--- config.mk ---
export PLATFORM = sky130hd
export DESIGN_NAME = multicycle_controller
export DESIGN_NICKNAME = d
export VERILOG_FILES = /design/src/rtl/cpu_ctrl_pkg.sv /design/src/rtl/multicycle_controller_alu_decoder.sv /design/src/rtl/multicycle_controller.sv
export SDC_FILE = /design/constraint.sdc
export NUM_CORES = 1
export LEC_CHECK = 0
export ABC_AREA = 1
export BUFFER_PORTS_ARGS = -buffer_cell sky130_fd_sc_hd__buf_2
export CAP_MARGIN = 20
export CORE_UTILIZATION = 35
export CTS_CLUSTER_SIZE = 10
export DETAILED_ROUTE_END_ITERATION = 8
export PLACE_DENSITY_LB_ADDON = 0.3
export SLEW_MARGIN = 20
export SYNTH_ARGS = -nofsm -noshare
export SYNTH_HDL_FRONTEND = slang
export SYNTH_SLANG_ARGS = --single-unit
--- constraint.sdc ---
create_clock -name clk -period 1.2 [get_ports clk]
set_input_delay 0.24 -clock clk [delete_from_list [all_inputs] [get_ports clk]]
set_output_delay 0.24 -clock clk [all_outputs]
set_load 0.05 [all_outputs]
--- src/rtl/cpu_ctrl_pkg.sv ---
// Shared constants and types for the multicycle processor control path.
package cpu_ctrl_pkg;

  localparam logic [5:0] OP_RTYPE = 6'b000000;
  localparam logic [5:0] OP_LW    = 6'b100011;
  localparam logic [5:0] OP_SW    = 6'b101011;
  localparam logic [5:0] OP_BEQ   = 6'b000100;
  localparam logic [5:0] OP_ADDI  = 6'b001000;
  localparam logic [5:0] OP_J     = 6'b000010;

  localparam logic [5:0] FUNCT_ADD = 6'b100000;
  localparam logic [5:0] FUNCT_SUB = 6'b100010;
  localparam logic [5:0] FUNCT_AND = 6'b100100;
  localparam logic [5:0] FUNCT_OR  = 6'b100101;
  localparam logic [5:0] FUNCT_SLT = 6'b101010;

  localparam logic [2:0] ALU_ADD = 3'b010;
  localparam logic [2:0] ALU_SUB = 3'b110;
  localparam logic [2:0] ALU_AND = 3'b000;
  localparam logic [2:0] ALU_OR  = 3'b001;
  localparam logic [2:0] ALU_SLT = 3'b111;

  typedef enum logic [1:0] {
    ALUOP_ADD   = 2'b00,
    ALUOP_SUB   = 2'b01,
    ALUOP_FUNCT = 2'b10
  } aluop_e;

  typedef enum logic [3:0] {
    S_FETCH   = 4'd0,
    S_DECODE  = 4'd1,
    S_MEMADR  = 4'd2,
    S_MEMRD   = 4'd3,
    S_MEMWB   = 4'd4,
    S_MEMWR   = 4'd5,
    S_EXECUTE = 4'd6,
    S_ALUWB   = 4'd7,
    S_BRANCH  = 4'd8,
    S_ADDIEX  = 4'd9,
    S_ADDIWB  = 4'd10,
    S_JUMP    = 4'd11,
    S_HALT    = 4'd12
  } state_e;

endpackage

--- src/rtl/multicycle_controller_alu_decoder.sv ---
// ALU control decode: fixed add/sub from the FSM, or the R-type Funct field.
module alu_decoder
  import cpu_ctrl_pkg::*;
(
  input  logic [1:0] aluop_i,
  input  logic [5:0] funct_i,
  output logic [2:0] alu_control_o
);

  // Unknown Funct values fall back to add rather than flagging an error.
  always_comb begin
    alu_control_o = ALU_ADD;
    if (aluop_i == ALUOP_SUB) begin
      alu_control_o = ALU_SUB;
    end else if (aluop_i == ALUOP_FUNCT) begin
      unique case (funct_i)
        FUNCT_ADD: alu_control_o = ALU_ADD;
        FUNCT_SUB: alu_control_o = ALU_SUB;
        FUNCT_AND: alu_control_o = ALU_AND;
        FUNCT_OR:  alu_control_o = ALU_OR;
        FUNCT_SLT: alu_control_o = ALU_SLT;
        default:   alu_control_o = ALU_ADD;
      endcase
    end
  end

endmodule

--- src/rtl/multicycle_controller.sv ---
// Multicycle control FSM: sequences fetch/decode/execute over one shared memory port.
module multicycle_controller
  import cpu_ctrl_pkg::*;
#(
  parameter bit HALT_ON_ILLEGAL = 1'b1
) (
  input  logic       clk,
  input  logic       reset,
  input  logic [5:0] Op,
  input  logic [5:0] Funct,
  input  logic       Zero,
  input  logic       MemReady,
  output logic       MemReq,
  output logic       MemWrite,
  output logic       IorD,
  output logic       IRWrite,
  output logic       PCEn,
  output logic       RegWrite,
  output logic       RegDst,
  output logic       MemtoReg,
  output logic       AluSrcA,
  output logic [1:0] AluSrcB,
  output logic [1:0] PCSrc,
  output logic [2:0] AluControl,
  output logic       Illegal
);

  state_e state_q, state_d;
  logic   illegal_q, illegal_d;
  logic   irwrite, pcwrite, branch, regwrite;
  aluop_e aluop;

  // State and sticky illegal-opcode flag.
  always_ff @(posedge clk or posedge reset) begin
    if (reset) begin
      state_q   <= S_FETCH;
      illegal_q <= 1'b0;
    end else begin
      state_q   <= state_d;
      illegal_q <= illegal_d;
    end
  end

  // Next-state and Moore output decode; MemReady only matters in request states.
  always_comb begin
    state_d   = state_q;
    illegal_d = illegal_q;
    MemReq    = 1'b0;
    MemWrite  = 1'b0;
    IorD      = 1'b0;
    irwrite   = 1'b0;
    pcwrite   = 1'b0;
    branch    = 1'b0;
    regwrite  = 1'b0;
    RegDst    = 1'b0;
    MemtoReg  = 1'b0;
    AluSrcA   = 1'b0;
    AluSrcB   = 2'b00;
    PCSrc     = 2'b00;
    aluop     = ALUOP_ADD;
    unique case (state_q)
      S_FETCH: begin
        MemReq  = 1'b1;
        AluSrcB = 2'b01;
        if (MemReady) begin
          irwrite = 1'b1;
          pcwrite = 1'b1;
          state_d = S_DECODE;
        end
      end
      S_DECODE: begin
        AluSrcB = 2'b11;
        unique case (Op)
          OP_LW, OP_SW: state_d = S_MEMADR;
          OP_RTYPE:     state_d = S_EXECUTE;
          OP_BEQ:       state_d = S_BRANCH;
          OP_ADDI:      state_d = S_ADDIEX;
          OP_J:         state_d = S_JUMP;
          default: begin
            illegal_d = 1'b1;
            state_d   = HALT_ON_ILLEGAL ? S_HALT : S_FETCH;
          end
        endcase
      end
      S_MEMADR: begin
        AluSrcA = 1'b1;
        AluSrcB = 2'b10;
        state_d = (Op == OP_LW) ? S_MEMRD : S_MEMWR;
      end
      S_MEMRD: begin
        MemReq = 1'b1;
        IorD   = 1'b1;
        if (MemReady) state_d = S_MEMWB;
      end
      S_MEMWB: begin
        regwrite = 1'b1;
        MemtoReg = 1'b1;
        state_d  = S_FETCH;
      end
      S_MEMWR: begin
        MemReq   = 1'b1;
        MemWrite = 1'b1;
        IorD     = 1'b1;
        if (MemReady) state_d = S_FETCH;
      end
      S_EXECUTE: begin
        AluSrcA = 1'b1;
        aluop   = ALUOP_FUNCT;
        state_d = S_ALUWB;
      end
      S_ALUWB: begin
        regwrite = 1'b1;
        RegDst   = 1'b1;
        state_d  = S_FETCH;
      end
      S_BRANCH: begin
        AluSrcA = 1'b1;
        aluop   = ALUOP_SUB;
        PCSrc   = 2'b01;
        branch  = 1'b1;
        state_d = S_FETCH;
      end
      S_ADDIEX: begin
        AluSrcA = 1'b1;
        AluSrcB = 2'b10;
        state_d = S_ADDIWB;
      end
      S_ADDIWB: begin
        regwrite = 1'b1;
        state_d  = S_FETCH;
      end
      S_JUMP: begin
        PCSrc   = 2'b10;
        pcwrite = 1'b1;
        state_d = S_FETCH;
      end
      S_HALT:  state_d = S_HALT;
      default: state_d = S_FETCH;
    endcase
  end

  // While reset is held the state reads FETCH, so enables are masked to keep
  // a concurrent MemReady from loading the IR or PC.
  assign IRWrite  = irwrite & ~reset;
  assign PCEn     = (pcwrite | (branch & Zero)) & ~reset;
  assign RegWrite = regwrite & ~reset;
  assign Illegal  = illegal_q;

  alu_decoder u_alu_decoder (
    .aluop_i       (aluop),
    .funct_i       (Funct),
    .alu_control_o (AluControl)
  );

endmodule

==> flow_summary.yaml, run 1 <==
yosys:
  synth_seq_area_share: 0.2079
  yosysWarnings: 0
  synth_ff_type: "dfrtp_1"
  synth_edf_count: 0
  synth_cell_types: 17
  synth_top_family_by_area: "simple AND/OR/NAND/NOR gates"
  avgSynthCellArea_um2: 5.188
  ys_seq_elements: 5
  ys_async_sr_fraction: 1.000
  netlist_area_um2: 601.8
  syn_nets: 132
  synth_area_leaders: "nand2_1, dfrtp_1, inv_1, nor2_1, nand3_1"
  synth_most_common_cell: "nand2_1"
  synth_top_area_cell: "nand2_1"
  synth_compound_area_frac: 0.07692
  synth_xor_area_frac: 0
  synth_cells: 116
  netlist.area_leader.share: 0.2183
  synthTopCellsByCount: "nand2_1, inv_1, nor2_1, nand3_1, dfrtp_1"
  synth-simple-area-share: 0.5655
  synthMuxAreaShare: 0
  synth-adder-area-share: 0
outcome:
  error_line: "[ERROR GRT-0232] Routing congestion too high. Check the congestion heatmap in the GUI."
  status: "aborted with a tool error"
  haltStage: "global routing (5_1_grt)"
floorplan:
  ios: 33
  fp.dieH_um: 43.47
  die_w_um: 43.47
  fp-row-count: 14
  start_util: 0.3860
clock_tree:
  htree_levels: 1
  cts.sinks: 5
  cts_buffer_depth: 2
  root_buffer: "clkbuf_4"
  cts_buffers: 3
placed_design:
  dp_hpwl_mm: 1.703
  dpl_cell_area_um2: 1099
  place.gp.congestion: 0.8651
  port_buffers: 32
sta:
  endpoint_type: "top-level output"
  grt-worst-endpoint: "AluControl[0]"
global_routing:
  gr-total-overflow: 14
  grt_max_degree: 7
  grt_use_total: 0.6727
-- metal layers --
metal	overflow	global-route usage
met5	0	0.08571
met4	8	0.7813
met3	0	0.4458
met2	6	0.8909
met1	0	0.6357
-- through the flow --
step	setup TNS [ns]	setup slack [ns]	instances
floorplan	-3.376	-0.4804	116
global placement	-3.787	-0.3416	189
detailed placement	-4.562	-0.4181	189
CTS	-7.307	-0.5299	200
-- cell families after synthesis --
kind of cell | after synthesis
AO/OA/AOI/OAI | 8
buffers and inverters | 24
flip-flops | 5
AND/OR/NAND/NOR | 79
-- timing repair --
| action | 4_1_cts |
|---|---|
| resized for setup | 49 |
| hold buffers | 0 |
| setup endpoints to repair | 21 |
| setup buffers | 7 |
| endpoints found under the hold margin | 0 |
| pin swaps | 6 |
==> run 2, diff against run 1 <==
Settings changed: CORE_AREA from default to 2 2 63 65, CORE_UTILIZATION 35 to default, CTS_CLUSTER_SIZE 10 to default, DIE_AREA from default to 0 0 65 67, PLACE_DENSITY_LB_ADDON 0.3 to 0.15.
==> run 2 against run 1 <==
The flow now finishes, with violations (setup timing). Synthesized cell count unchanged. Synthesized area unchanged.
==> flow_summary.yaml, run 2 <==
outcome:
  status: "finished, violations left"
  violations: "setup timing"
worst_setup_path:
  reg2reg_to: "state_q[2]"
  regToRegSetupSlack_ns: -0.25
  arrival_ns: 1.42
  startpoint_type: "register"
  setup.worst_path.start: "state_q[1]"
  cp-end-kind: "output port"
  r2r_start: "state_q[1]"
  critical_path_required_ns: 0.96
  critical_path_class: "register to output port"
  critPathMaxStageDelay_ns: 0.44
  slowest_stage: "dfrtp_2"
  path_max_fanout: 3
  path_buf_inv: 3
  path_cells: "buf_4 -> nand2_2 -> nor2_4 -> o31ai_2 -> inv_2 -> buf_6"
  cp_top_family: "flip-flops"
  r2r_cells: 11
layout:
  final_common_cell: "buf_4"
  fin_area_um2: 1540
  final_cell_mix: "buf_4, nand2_1, buf_2"
  largest-register: "state_q"
  area_delta_synth_final_pct: 155.9
  n_fill_cell: 375
  drive_above_1_share: 0.6321
  largest_reg_flops: 4
  antenna_cells: 0
  layout.nets: 210
  fin_util: 0.4271
  fin_cells: 241
yosys:
  synth_edf_count: 0
  ys_async_sr_fraction: 1.000
  synth_seq_area_share: 0.2079
  synth_ff_type: "dfrtp_1"
  synth_area_leaders: "nand2_1, dfrtp_1, inv_1, nor2_1, nand3_1"
  synthTopCellsByCount: "nand2_1, inv_1, nor2_1, nand3_1, dfrtp_1"
  ys_seq_elements: 5
  yosysWarnings: 0
  synth_cell_types: 17
  netlist_area_um2: 601.8
  syn_nets: 132
  synth_cells: 116
  synth_top_area_cell: "nand2_1"
  netlist.area_leader.share: 0.2183
  avgSynthCellArea_um2: 5.188
  synth_most_common_cell: "nand2_1"
clock_tree:
  cts_buffer_depth: 2
  cts_tree: "built"
  root_buffer: "clkbuf_8"
  cts_buffers: 3
  clock_latency_ns: 0.22
  cts.clk_slew.worst_paths_ns: 0.04
  htree_levels: 1
  cts.sinks: 5
detailed_routing:
  wl_mm: 2.377
  route.detailed.drc: 0
  num_vias: 992
  final_antenna_net_count: 0
  drt_first_pass_iters: 4
  avgViaCountPerCell: 4.116
  wl_per_cell_um: 9.863
  drtIter0Drc: 18
sta:
  timing.hold.ws_ns: 0.07289
  slew_headroom: 0.8360
  tightest_slew_ns: 0.2477
  finClkSkew_ns: 0.002491
  slew_viol_final: 0
  setup_viol_count_final: 21
  max_freq_ghz: 0.6017
  period_share: 1.385
  setup_ws_ns: -0.4620
  fin_crit_ns: 1.662
  rsz0062_at_grt: "yes"
  hold_viol: 0
floorplan:
  fp.dieH_um: 67
  ios: 33
  start_util: 0.1669
  die_area_um2: 4355
  die_w_um: 65
  fp-row-count: 22
  core_um2: 3606
global_routing:
  grt_max_degree: 6
  grt_pass1_vias: 1001
  grt_pass1_wl_mm: 4.153
  gr-total-overflow: 0
  grt_use_total: 0.1226
  antenna_found_initial: 0
power_and_ir_drop:
  p_comb_frac: 0.829
  ir_drop_mv: 0.5959
  leakage_nw: 0.7937
  power.total_w: 0.003841
  switchingPower_w: 0.001972
  p_seq_frac: 0.090
  clkPwrFrac: 0.081
  switching_share: 0.5134
  internal_power_w: 0.001869
  p_per_area_nw_per_um2: 2494
placed_design:
  place.gp.congestion: 0.7383
  dpl_cell_area_um2: 1161
  dp_hpwl_mm: 1.798
  port_buffers: 32
  dp_cells: 224
job:
  drv_cap: 0
hold_path:
  hold_class: "input port to asynchronous set/reset pin"
[run 2: area by class of cell]
class	instances	area [µm²]	share of cell area
multi-input combinational	87	603.1	0.3916
tap	48	60.06	0.03899
sequential	5	128.9	0.08367
inverter	24	103.9	0.06742
timing repair buffer	73	599.3	0.3891
clock buffer	4	45.04	0.02924
[run 2: power by group through the flow]
stage	sequential [W]	clock, W	combinational (W)
floorplan	0.000312	0	0.00145
global placement	0.000306	0	0.00231
detailed placement	0.000314	0	0.00230
CTS	0.000342	0.000320	0.00301
global route	0.000356	0.000335	0.00340
finish	0.000344	0.000312	0.00319
[run 2: metal layers]
| layer | wire length (µm) | GRT usage | share of wire | up-vias |
|---|---|---|---|---|
| met1 | 931 | 0.1343 | 0.39 | 446 |
| li1 | - | - | - | 509 |
| met3 | 147 | 0.02703 | 0.062 | 6 |
| met4 | 54 | 0.04255 | 0.023 | 0 |
| met2 | 1244 | 0.2307 | 0.52 | 31 |
| met5 | 0 | 0 | 0 | - |
[run 2: worst max path at each step]
stage                         end  slack, ns  depth (start not counted)
finish                   RegWrite      -0.46                          6
global route             RegWrite      -0.53                          6
CTS                       IRWrite      -0.45                          5
detailed placement  AluControl[0]      -0.37                          6
global placement    AluControl[0]      -0.32                          6
floorplan                    PCEn      -0.48                          5
[run 2: kinds of logic (layout without fill, tap and decap cells)]
group | after synthesis | count (layout) | synth area share
AO/OA/AOI/OAI | 8 | 8 | 0.07693
buffers and inverters | 24 | 101 | 0.1497
flip-flops | 5 | 5 | 0.2079
AND/OR/NAND/NOR | 79 | 79 | 0.5655
[run 2: metrics by stage]
step | setup TNS, ns | setup slack, ns
5_1_grt | -7.965 | -0.5344
2_1_floorplan | -3.376 | -0.4804
6_report | -6.423 | -0.4620
3_5_place_dp | -4.254 | -0.3700
3_3_place_gp | -4.043 | -0.3223
4_1_cts | -6.124 | -0.4522
[run 2: worst reg2reg max path, cell delays in order (launching register included)]
cell and delay (ns):
dfrtp_2 0.44, buf_4 0.16, nand2_2 0.12, inv_1 0.09, nand2_4 0.10, nand2_1 0.06
nor2_1 0.09, nand2_1 0.05, nor2_1 0.09, nand2_1 0.06, nand2_1 0.05, nand2_1 0.04
[run 2: timing repair]
item                                   CTS  global route
gates resized for setup                 61            12
setup endpoints to repair               20            21
pin swaps                                9             4
endpoints found under the hold margin    0             0
setup buffers                           10             4
hold buffers                             0             0
Power figures use the tool's default switching activity.
==> run 3, diff against run 2 <==
Clock period 1.2 ns to 2 ns, I/O delays scaled along.
==> run 3 against run 2 <==
The flow now finishes without violations. Setup slack gained 0.54 ns. Cell count shrank 16%. Register-to-register slack gained 0.89 ns. Via count shrank 19%. Worst hold slack gained 0.044 ns. Critical path depth is the same. Clock power shrank 41%. Routed wire length shrank 24%. Combinational power shrank 69%. Sequential cell count is the same. Highest routed layer unchanged.
==> flow_summary.yaml, run 3 (synthesis gave the netlist of run 2 again) <==
placed_design:
  place.gp.congestion: 0.7709
  port_buffers: 32
  dp_hpwl_mm: 1.599
sta:
  tightest_slew_ns: 0.2518
  finClkSkew_ns: 0.002924
  max_freq_ghz: 0.5210
  period_share: 0.9597
  slew_headroom: 0.8317
  slew_viol_final: 0
  setup_viol_count_final: 0
  hold_viol: 0
  rsz0062_at_grt: "yes"
  fin_crit_ns: 1.919
  tns_ns: 0
detailed_routing:
  route.detailed.drc: 0
  wl_per_cell_um: 8.955
  num_vias: 806
  final_antenna_net_count: 0
  drt_first_pass_iters: 4
  wl_mm: 1.809
  avgViaCountPerCell: 3.990
  drtIter0Drc: 21
power_and_ir_drop:
  switchingPower_w: 0.0008406
  internal_power_w: 0.0005259
  ir_drop_mv: 0.3803
  leakage_nw: 0.5583
  clkPwrFrac: 0.135
  p_seq_frac: 0.140
  p_comb_frac: 0.725
  switching_share: 0.6151
  p_per_area_nw_per_um2: 1476
global_routing:
  grt_max_degree: 7
  grt_pass1_vias: 753
  gr-total-overflow: 0
  antenna_found_initial: 0
  grt_use_total: 0.08592
  grt_pass1_wl_mm: 2.898
worst_setup_path:
  startpoint_type: "register"
  path_max_fanout: 6
  cp-end-kind: "output port"
  arrival_ns: 1.52
  critical_path_required_ns: 1.60
  critical_path_class: "register to output port"
clock_tree:
  cts_buffers: 3
  cts.sinks: 5
  clock_latency_ns: 0.22
  cts_buffer_depth: 2
  htree_levels: 1
  cts_tree: "built"
  cts.clk_slew.worst_paths_ns: 0.04
  root_buffer: "clkbuf_8"
  cts.hold.buffers_added: 0
floorplan:
  core_um2: 3606
  start_util: 0.1669
  fp-row-count: 22
  ios: 33
  die_area_um2: 4355
  die_w_um: 65
  fp.dieH_um: 67
layout:
  n_fill_cell: 399
  final_cell_mix: "nand2_1, buf_2, inv_1"
  final_common_cell: "nand2_1"
  antenna_cells: 0
  drive_above_1_share: 0.3506
  largest_reg_flops: 4
  fin_util: 0.2568
  area_delta_synth_final_pct: 53.85
  layout.nets: 171
  largest-register: "state_q"
outcome:
  status: "completed"
hold_path:
  hold_class: "input port to asynchronous set/reset pin"
job:
  drv_cap: 0
==> run 3: cell count changes in the layout (fill, tap and decap cells not counted), sizes merged <==
cell,delta
buf,-41
clkbuf,+1
clkinv,+1
clkinvlp,-1
inv,+1
==> run 3: worst paths after layout <==
kind | from | end | slack, ns | cells past startpoint
max | state_q[0] | PCEn | 0.08 | 6
min | reset | state_q[2] | 0.12 | 2
max reg2reg | state_q[3] | state_q[2] | 0.64 | 10
min reg2reg | Illegal | Illegal | 0.47 | 2
max in group asynchronous | reset | state_q[0] | 1.67 | 2
min in group clk | MemReady | state_q[1] | 0.43 | 2
==> run 3: layout make-up <==
cell class / instances / area [µm²] / share of cell area
tap: 48 / 60.06 / 0.06486
clock inverter: 1 / 5.005 / 0.005405
inverter: 24 / 90.09 / 0.09730
multi-input combinational: 87 / 414.1 / 0.4473
sequential: 5 / 126.4 / 0.1365
timing repair buffer: 34 / 188.9 / 0.2041
clock buffer: 3 / 41.29 / 0.04459
==> run 3: stage by stage <==
| step | worst slack, ns | hold WS (ns) | cell area (µm²) | std cells | total power [W] |
|---|---|---|---|---|---|
| after global routing | -0.05035 | 0.1404 | 925.9 | 202 | 0.001484 |
| after CTS | 0.02704 | 0.1204 | 892.1 | 201 | 0.001347 |
| after detailed placement | 0.2408 | 0.3553 | 845.8 | 197 | 0.001158 |
| after global placement | 0.2603 | 0.3593 | 845.8 | 197 | 0.001166 |
| after floorplan | -0.1672 | 0.1867 | 618.1 | 116 | 0.0009266 |
| final | 0.08066 | 0.1165 | 925.9 | 202 | 0.001367 |
==> run 3: timing repair <==
action	4_1_cts	5_1_grt
setup endpoints to repair	0	4
buffers inserted	0	1
gates resized for setup	0	12
==> run 3: power groups by stage <==
stage                     clock network (W)  logic, W  registers, W
after floorplan                           0  0.000753      0.000174
after global placement                    0  0.000979      0.000187
after detailed placement                  0  0.000973      0.000186
after CTS                          0.000189  0.000974      0.000184
after global routing               0.000198   0.00109      0.000196
final                              0.000185  0.000990      0.000191
==> run 3: critical path, stage by stage (launching register included) <==
cell and delay, ns:
dfrtp_2 0.44, nor2_1 0.17, inv_1 0.14, nor2_2 0.11
nand2_1 0.07, a31oi_2 0.12, clkbuf_4 0.25
==> run 3: metal layers <==
layer / part of all wire / GRT usage
met5: 0 / 0
met2: 0.48 / 0.1546
met4: 0.011 / 0.03989
met3: 0.063 / 0.01520
met1: 0.44 / 0.09808
==> run 4, diff against run 3 <==
Settings changed: CELL_PAD_IN_SITES_DETAIL_PLACEMENT from default to 0, CELL_PAD_IN_SITES_GLOBAL_PLACEMENT from default to 1, SYNTH_HIERARCHICAL from default to 1.
Clock period 2 ns to 1.6 ns, I/O delays scaled along.
==> run 4 against run 3 <==
The run now ends with setup timing left. Clock power rose by 28%. Count of clock-buffer cells in the layout rose by 1. Worst hold slack improved by 0.031 ns. Sequential cell count stayed put. Setup slack got worse by 0.24 ns. Synthesized cell count grew 6.9%. Critical endpoint is now AluSrcB[1].
==> flow_summary.yaml, run 4 <==
worst_setup_path:
  arrival_ns: 1.44
  path_max_fanout: 3
  critical_path_required_ns: 1.28
  regToRegSetupSlack_ns: 0.07
  startpoint_type: "register"
  critical_path_class: "register to output port"
  cp-end-kind: "output port"
clock_tree:
  cts.sinks: 5
  htree_levels: 1
  cts_buffer_depth: 2
  cts.hold.buffers_added: 0
  cts_tree: "built"
  root_buffer: "clkbuf_8"
  cts_buffers: 3
  clock_latency_ns: 0.22
  cts.clk_slew.worst_paths_ns: 0.04
global_routing:
  gr-total-overflow: 0
  grt_pass1_wl_mm: 3.946
  grt_use_total: 0.1184
  grt_max_degree: 6
  antenna_found_initial: 0
  grt_pass1_vias: 950
layout:
  largest-register: "state_q"
  final_common_cell: "nand2_1"
  n_fill_cell: 394
  area_delta_synth_final_pct: 111.6
  layout.nets: 203
  multiInputGateArea_um2: 565.5
  antenna_cells: 0
  ff_latch_area_um2: 126.4
  fin_cells: 234
  final_cell_mix: "nand2_1, buf_4, inv_1, buf_2, nor2_1"
  fin_util: 0.3921
  largest_reg_flops: 4
  drive_above_1_share: 0.5914
floorplan:
  ios: 33
  fp.dieH_um: 67
  die_w_um: 65
  core_um2: 3606
  die_area_um2: 4355
  start_util: 0.1853
  fp-row-count: 22
detailed_routing:
  wl_mm: 2.317
  drtIter0Drc: 9
  final_antenna_net_count: 0
  num_vias: 957
  wl_per_cell_um: 9.902
  route.detailed.drc: 0
  avgViaCountPerCell: 4.090
  drt_first_pass_iters: 4
placed_design:
  dp_hpwl_mm: 1.946
  dp_cells: 223
  pre_cts_ws_ns: -0.07505
  port_buffers: 32
  place.gp.congestion: 0.8466
sta:
  slew_viol_final: 0
  setup_viol_count_final: 12
  fin_crit_ns: 1.762
  slew_headroom: 0.8268
  tightest_slew_ns: 0.2588
  timing.hold.ws_ns: 0.1471
  max_freq_ghz: 0.5676
  rsz0062_at_grt: "yes"
  finClkSkew_ns: 0.0004115
  setup_ws_ns: -0.1617
  hold_viol: 0
  period_share: 1.101
yosys:
  synth_ff_type: "dfrtp_1"
  synth_top_area_cell: "dfrtp_1"
  synth_area_leaders: "dfrtp_1, nand2_1, inv_1, nor2_1, nand3_1"
  synth_seq_area_share: 0.1873
  ys_async_sr_fraction: 1.000
  netlist_area_um2: 668.1
  netlist.area_leader.share: 0.1873
  synth_edf_count: 0
  yosysWarnings: 6
  avgSynthCellArea_um2: 5.388
  syn_nets: 140
  ys_seq_elements: 5
  synthTopCellsByCount: "nand2_1, inv_1, nor2_1, nand3_1"
  synth_cells: 124
  synth_most_common_cell: "nand2_1"
  synth_cell_types: 21
power_and_ir_drop:
  clkPwrFrac: 0.089
  internal_power_w: 0.001277
  ir_drop_mv: 0.7472
  p_per_area_nw_per_um2: 1876
  p_seq_frac: 0.088
  leakage_nw: 0.7377
  switchingPower_w: 0.001376
  switching_share: 0.5185
  p_comb_frac: 0.823
outcome:
  violations: "setup timing"
  status: "finished, violations left"
hold_path:
  hold_class: "input port to asynchronous set/reset pin"
job:
  drv_cap: 0
[run 4: cells by family after synthesis]
family,count (synthesis),synth area share
flops,5,0.1873
compound gates,9,0.08054
simple gates,81,0.5637
buf+inv,29,0.1685
[run 4: final timing paths]
| path | startpoint | endpoint | depth (start not counted) |
|---|---|---|---|
| setup / recovery | state_q[3] | AluSrcB[1] | 7 |
| max in group asynchronous | reset | state_q[2] | 3 |
| hold reg to reg | Illegal | Illegal | 2 |
| min in group clk | MemReady | state_q[2] | 4 |
| setup reg to reg | state_q[3] | state_q[0] | 11 |
| hold / removal | reset | Illegal | 3 |
[run 4: layout make-up]
cell class | instances | share of cell area
Inverter | 28 | 0.07434
Tap cell | 48 | 0.04248
Multi-Input combinational cell | 90 | 0.4000
Sequential cell | 5 | 0.08938
Timing Repair Buffer | 59 | 0.3619
Clock buffer | 4 | 0.03186
[run 4: layer usage]
metal	track usage	vias up	wire length (µm)
li1	-	501	-
met1	0.1326	432	939
met2	0.2242	20	1266
met3	0.01520	4	69
met4	0.04787	0	41
met5	0	-	0
[run 4: timing repair]
action / in CTS / in global routing
resized for setup: 53 / 15
endpoints found under the setup margin: 16 / 17
buffers inserted: 5 / 2
pin swaps: 8 / 5
[run 4: power by group through the flow]
stage	clock, W	sequential (W)	combinational [W]
after floorplan	0	0.000240	0.00108
after global placement	0	0.000223	0.00167
after detailed placement	0	0.000227	0.00167
after CTS	0.000240	0.000232	0.00209
after global routing	0.000250	0.000242	0.00232
final	0.000236	0.000234	0.00218
[run 4: metrics by stage]
stage	TNS [ns]	power, W	instance area [µm²]
floorplan	-0.2711	0.001319	728.2
global placement	-0.2237	0.001897	1091
detailed placement	-0.3769	0.001894	1091
finish	-1.095	0.002653	1414
global route	-1.971	0.002809	1414
CTS	-1.110	0.002559	1350
[run 4: worst max-delay path, cell delays in order (launching register included)]
cell     delay [ns]
dfrtp_1        0.39
buf_6          0.13
nor2_4         0.13
inv_2          0.08
nor2_4         0.11
nor2_4         0.05
a21oi_2        0.15
buf_6          0.17
